[src/rtl/async_fifo_pkg.sv]
// Shared definitions for the async FIFO write-side adapter: skid states,
// default widths and the FIFO depth helper.
package async_fifo_pkg;

    localparam int WI_DEF  = 16;
    localparam int L2D_DEF = 4;
    localparam int CW_DEF  = 32;

    typedef enum logic [1:0] {
        EMPTY = 2'd0,
        ONE   = 2'd1,
        TWO   = 2'd2
    } skid_state_e;

    function automatic int lmax(input int l2d);
        return 1 << l2d;
    endfunction

endpackage

[src/rtl/async_fifo_wr_adapter_if.sv]
// Upstream valid/ready stream plus the FIFO write port, bundled as one bus.
// slave = the adapter; master = the producer/FIFO side that drives it.
interface async_fifo_wr_adapter_if
    import async_fifo_pkg::*;
#(
    parameter int WI  = WI_DEF,
    parameter int L2D = L2D_DEF
);
    logic          s_valid;
    logic [WI-1:0] s_data;
    logic          s_ready;
    logic          w_strobe;
    logic [WI-1:0] w_data;
    logic          w_full;
    logic [L2D:0]  w_level;

    modport slave (
        input  s_valid, s_data, w_full, w_level,
        output s_ready, w_strobe, w_data
    );

    modport master (
        output s_valid, s_data, w_full, w_level,
        input  s_ready, w_strobe, w_data
    );
endinterface

[src/rtl/wr_skid_buf.sv]
// Two-entry ordered skid queue; e0 is always the head (oldest word).
// State encodes the entry count.
module wr_skid_buf
    import async_fifo_pkg::*;
#(
    parameter int WI = WI_DEF
) (
    input  logic          wclk,
    input  logic          reset_n,
    input  logic          push,
    input  logic [WI-1:0] push_data,
    input  logic          pop,
    output logic [WI-1:0] head,
    output skid_state_e   state
);

    skid_state_e   state_q, state_d;
    logic [WI-1:0] e0_q, e1_q, e0_d, e1_d;

    always_ff @(posedge wclk or negedge reset_n) begin
        if (!reset_n) begin
            state_q <= EMPTY;
            e0_q    <= '0;
            e1_q    <= '0;
        end else begin
            state_q <= state_d;
            e0_q    <= e0_d;
            e1_q    <= e1_d;
        end
    end

    always_comb begin
        state_d = state_q;
        e0_d    = e0_q;
        e1_d    = e1_q;
        unique case (state_q)
            EMPTY: begin
                if (push) begin
                    state_d = ONE;
                    e0_d    = push_data;
                end
            end
            ONE: begin
                // Simultaneous push/pop replaces the head in place.
                if (push && pop) begin
                    e0_d = push_data;
                end else if (push) begin
                    state_d = TWO;
                    e1_d    = push_data;
                end else if (pop) begin
                    state_d = EMPTY;
                end
            end
            TWO: begin
                if (pop) begin
                    state_d = ONE;
                    e0_d    = e1_q;
                end
            end
            default: state_d = EMPTY;
        endcase
    end

    assign head  = e0_q;
    assign state = state_q;

endmodule

[src/rtl/async_fifo_wr_adapter.sv]
// Write-side front end for the async FIFO: skid-buffers upstream words and
// issues registered writes only when the stale FIFO flags prove there is room.
module async_fifo_wr_adapter
    import async_fifo_pkg::*;
#(
    parameter int WI  = WI_DEF,
    parameter int L2D = L2D_DEF,
    parameter int CW  = CW_DEF
) (
    input  logic                    wclk,
    input  logic                    reset_n,
    async_fifo_wr_adapter_if.slave  bus,
    output logic [CW-1:0]           wr_count,
    output logic [CW-1:0]           stall_count,
    output logic                    err_overrun
);

    localparam logic [L2D+1:0] LMAX = (L2D+2)'(lmax(L2D));

    skid_state_e    state;
    logic [WI-1:0]  head;
    logic           push, pop, can_write;
    logic           strobe_q;
    logic [WI-1:0]  data_q;
    logic [L2D+1:0] lvl_sum;

    // Ready comes from the state register alone so upstream sees no comb path.
    assign bus.s_ready = (state != TWO);
    assign push        = bus.s_valid & bus.s_ready;

    // w_level lags by one write; the strobe in flight is added back here.
    assign lvl_sum   = {1'b0, bus.w_level} + (L2D+2)'(strobe_q);
    assign can_write = !bus.w_full && (lvl_sum < LMAX);
    assign pop       = (state != EMPTY) && can_write;

    wr_skid_buf #(.WI(WI)) u_skid (
        .wclk      (wclk),
        .reset_n   (reset_n),
        .push      (push),
        .push_data (bus.s_data),
        .pop       (pop),
        .head      (head),
        .state     (state)
    );

    always_ff @(posedge wclk or negedge reset_n) begin
        if (!reset_n) begin
            strobe_q <= 1'b0;
            data_q   <= '0;
        end else begin
            strobe_q <= pop;
            if (pop) data_q <= head;
        end
    end

    assign bus.w_strobe = strobe_q;
    assign bus.w_data   = data_q;

    always_ff @(posedge wclk or negedge reset_n) begin
        if (!reset_n) begin
            wr_count    <= '0;
            stall_count <= '0;
            err_overrun <= 1'b0;
        end else begin
            if (strobe_q) wr_count <= wr_count + CW'(1);
            if (state != EMPTY && !can_write && stall_count != '1)
                stall_count <= stall_count + CW'(1);
            if (strobe_q && bus.w_full) err_overrun <= 1'b1;
        end
    end

endmodule
[src/flat_wrapper.sv]
// flat-port wrapper written by rule: the top's interface ports become plain ports
module async_fifo_wr_adapter_flat import async_fifo_pkg::*;
#(
    parameter int WI  = WI_DEF,
    parameter int L2D = L2D_DEF,
    parameter int CW  = CW_DEF
)
  (wclk, reset_n, wr_count, stall_count, err_overrun, bus_s_valid, bus_s_data, bus_w_full, bus_w_level, bus_s_ready, bus_w_strobe, bus_w_data);
  async_fifo_wr_adapter_if #(.WI(WI), .L2D(L2D)) bus_i ();
  input  logic wclk;
  input  logic reset_n;
  output logic [CW-1:0] wr_count;
  output logic [CW-1:0] stall_count;
  output logic err_overrun;
  input wire logic [$bits(bus_i.s_valid)-1:0] bus_s_valid;
  input wire logic [$bits(bus_i.s_data)-1:0] bus_s_data;
  input wire logic [$bits(bus_i.w_full)-1:0] bus_w_full;
  input wire logic [$bits(bus_i.w_level)-1:0] bus_w_level;
  output wire logic [$bits(bus_i.s_ready)-1:0] bus_s_ready;
  output wire logic [$bits(bus_i.w_strobe)-1:0] bus_w_strobe;
  output wire logic [$bits(bus_i.w_data)-1:0] bus_w_data;
  assign bus_i.s_valid = bus_s_valid;
  assign bus_i.s_data = bus_s_data;
  assign bus_i.w_full = bus_w_full;
  assign bus_i.w_level = bus_w_level;
  assign bus_s_ready = bus_i.s_ready;
  assign bus_w_strobe = bus_i.w_strobe;
  assign bus_w_data = bus_i.w_data;
  async_fifo_wr_adapter #(.WI(WI), .L2D(L2D), .CW(CW)) u_core (.wclk(wclk), .reset_n(reset_n), .bus(bus_i), .wr_count(wr_count), .stall_count(stall_count), .err_overrun(err_overrun));
endmodule
[config.mk]
export PLATFORM = sky130hd
export DESIGN_NAME = async_fifo_wr_adapter_flat
export DESIGN_NICKNAME = d
export VERILOG_FILES = /design/src/rtl/async_fifo_pkg.sv /design/src/rtl/async_fifo_wr_adapter_if.sv /design/src/rtl/wr_skid_buf.sv /design/src/rtl/async_fifo_wr_adapter.sv /design/src/flat_wrapper.sv
export SDC_FILE = /design/constraint.sdc
export NUM_CORES = 1
export LEC_CHECK = 0
export CAP_MARGIN = 0
export CORE_ASPECT_RATIO = 1.25
export CORE_UTILIZATION = 45
export DETAILED_ROUTE_END_ITERATION = 6
export PLACE_DENSITY = 0.75
export SLEW_MARGIN = 15
export SYNTH_ARGS = -nofsm -noshare
export SYNTH_HDL_FRONTEND = slang
export SYNTH_SLANG_ARGS = --single-unit
[constraint.sdc]
create_clock -name wclk -period 1.8 [get_ports wclk]
set_input_delay 0.27 -clock wclk [delete_from_list [all_inputs] [get_ports wclk]]
set_output_delay 0.27 -clock wclk [all_outputs]
set_load 0.05 [all_outputs]
==> flow_metrics.tcl <==
set metrics [dict create \
    dieArea_um2 11830 \
    period_needed_ns 1.767 \
    yosysWarnings 0 \
    relSlewSlack_pct 63.65 \
    viasPerCell 5.195 \
    fin_util_pct 68.46 \
    finalCritPeriodShare_pct 98.17 \
    htreeDepth 4 \
    multi_input_comb_area_um2 2321 \
    cts_buffer_depth 2 \
    status "complete, no violations" \
    wire_per_inst_um 15.65 \
    clk_latency_ns 0.41 \
    antenna_cells 0 \
    syn_area_um2 5129 \
    hpwl_um 8067 \
    ys_seq_area_share_pct 56.60 \
    seq_area_um2 2962 \
    drt_iter0_drc 140 \
    synth_edf_count 0 \
    critPathKind "reg2reg" \
    skew_ns 0.008579 \
    startpoint_type "flop" \
    synthArstFlopShare_pct 100.0 \
    tns_ns 0 \
    whs_ns 0.3763 \
    grt_setup_unrepaired "yes" \
    io_buffers 107 \
    die_w_um 97.49 \
    ys_types 37 \
    vdd_drop_max_mv 1.028 \
    synthMostInstantiatedCell "dfrtp_1" \
    synthTopCellsByArea "dfrtp_1, mux2_2, xor2_1" \
    die_h_um 121.4 \
    cap_violations 0 \
    grt_overflow 0 \
    worst_ep_required_time_ns 2.13 \
    maxSlewViolCount 0 \
    finalHoldViolCount 0 \
    vias 3870 \
    grt_pass1_vias 3971 \
    cpPeakStageDelay_ns 0.47 \
    cts.sinks 116 \
    fp.coreArea_um2 11080 \
    netlist_top_cells_count "dfrtp_1, mux2_2, xor2_1" \
    num_rows 43 \
    root_buffer "clkbuf_16" \
    num_io_pins 108 \
    antenna_found_initial 0 \
    cts_buffers 17 \
    fillers 819 \
    endpoint_kind "flop" \
    cp.arrival_ns 2.10 \
    cts.clk_slew.worst_paths_ns 0.05 \
    critPathTopFamily "simple AND/OR/NAND/NOR gates" \
    initial_core_util_pct 46.27 \
    syn_nets 435 \
    crit_fanout 6 \
    yosysTopAreaCell "dfrtp_1" \
    cts_tree "yes" \
    worst-path-buf-inv 0 \
    globalplace.congestion 0.7812 \
    finalNetCount 625 \
    slowest_stage "dfrtp_1" \
    postRouteAntennaNets 0 \
    wl_um 11660 \
    fmax_mhz 565.9 \
    yosys_most_used_dff "dfrtp_1" \
    area_delta_synth_final_pct 47.94 \
    p_leak_nw 3.570 \
    cpMostUsedCell "and4_1" \
    grt_max_degree 43 \
    power_density_nw_per_um2 1480 \
    worst_slack_ns 0.03301 \
    worstMarginPinSlew_ns 0.5453 \
    drive_gt1_share_pct 50.98 \
    setup_violations 0 \
    drc 0 \
    dr.pass1.iters 4 \
    synth_top_area_share_pct 56.60 \
    hold_class "in2async" \
    synth-seq-cells 116 \
    grt_pass1_wl_um 19240 \
    grtUsageTotal_pct 20.68 \
    syn-instance-count 408 \
    crit_chain "and4_1, and4_1, nand4b_1, nor3b_1, xor2_1" \
    post-place-cells 701 \
    fin_cells 745 \
    place_ws_ns -0.3870 \
    syn_area_per_cell_um2 12.57 \
]
[placed cells by master (no fill, tap or decap), drive strengths merged, types with 8 or more instances in the layout]
master,count
clkbuf,23
buf,137
clkdlybuf4s50,23
nand2,28
nand3,19
nor2,16
dfrtp,116
nor3,16
xor2,35
nand4,15
xnor2,25
and3,11
mux2,67
nor4,8
dlygate4sd2,21
[flip-flops by register name, summed over array words and instances (netlist names)]
name / flops
u_core.u_skid.e1_q: 16
u_core.bus.w_data: 16
u_core.wr_count: 32
u_core.bus.w_strobe: 1
u_core.u_skid.state: 2
u_core.stall_count: 32
u_core.err_overrun: 1
u_core.u_skid.head: 16
[report_power, final]
| part | internal (mW) | switching, mW | total, mW |
|---|---|---|---|
| combinational | 1.74 | 2.27 | 4.01 |
| clock | 2.27 | 1.16 | 3.43 |
| sequential | 3.36 | 0.423 | 3.78 |
| total | 7.37 | 3.85 | 11.2 |
[cell type report]
| cell class | count | area share, % |
|---|---|---|
| clock inverter | 8 | 1.649 |
| clock buffer | 23 | 6.299 |
| timing repair buffer | 182 | 19.90 |
| inverter | 6 | 0.2968 |
| sequential | 116 | 39.03 |
| tap | 135 | 2.226 |
| multi-input combinational | 275 | 30.59 |
[kinds of logic after synthesis]
logic type	count (synthesis)	share of synthesized area, %
AO/OA/AOI/OAI	17	2.440
XOR/XNOR	60	10.25
adder cells (fa/ha/maj)	2	0.4878
buffers and inverters	17	1.635
flip-flops	116	56.60
multiplexers	67	14.71
AND/OR/NAND/NOR	129	13.88
[per-stage QoR]
stage / power [mW] / cell area (µm²)
6_report: 11.23 / 7587
5_1_grt: 11.72 / 7587
4_1_cts: 11.18 / 7468
3_5_place_dp: 7.814 / 6850
3_3_place_gp: 7.721 / 6850
2_1_floorplan: 6.387 / 5334
[path summary, 6_finish.rpt]
check                                            start                      to  slack, ns  cells past startpoint
worst max register to register  u_core.stall_count[11]  u_core.stall_count[25]       0.03                      5
worst min register to register      u_core.err_overrun      u_core.err_overrun       0.45                      1
max in group asynchronous                      reset_n  u_core.stall_count[23]       0.80                      3
worst min-delay path                           reset_n    u_core.bus.w_data[5]       0.38                      2
min in group wclk                   u_core.err_overrun      u_core.err_overrun       0.45                      1
worst max-delay path            u_core.stall_count[11]  u_core.stall_count[25]       0.03                      5
[per-layer routing]
layer  wire length, µm  part of all wire (%)  up-vias  GRT usage, %
met2              5920                    51       95         35.01
met3               521                   4.5       14         5.876
met5                 0                     0        -             0
met1              5052                    43     1934         25.11
met4               161                   1.4        0         7.629
li1                  -                     -     1827             -
[what timing repair did]
| action | 4_1_cts | 5_1_grt |
|---|---|---|
| hold buffers | 1 | 0 |
| endpoints found under the setup margin | 25 | 41 |
| buffers inserted | 2 | 10 |
| cloned | 0 | 0 |
| resized for setup | 24 | 9 |
| pin swaps | 1 | 6 |
| hold endpoints to repair | 37 | 0 |
(Power assumes the default switching activity.)
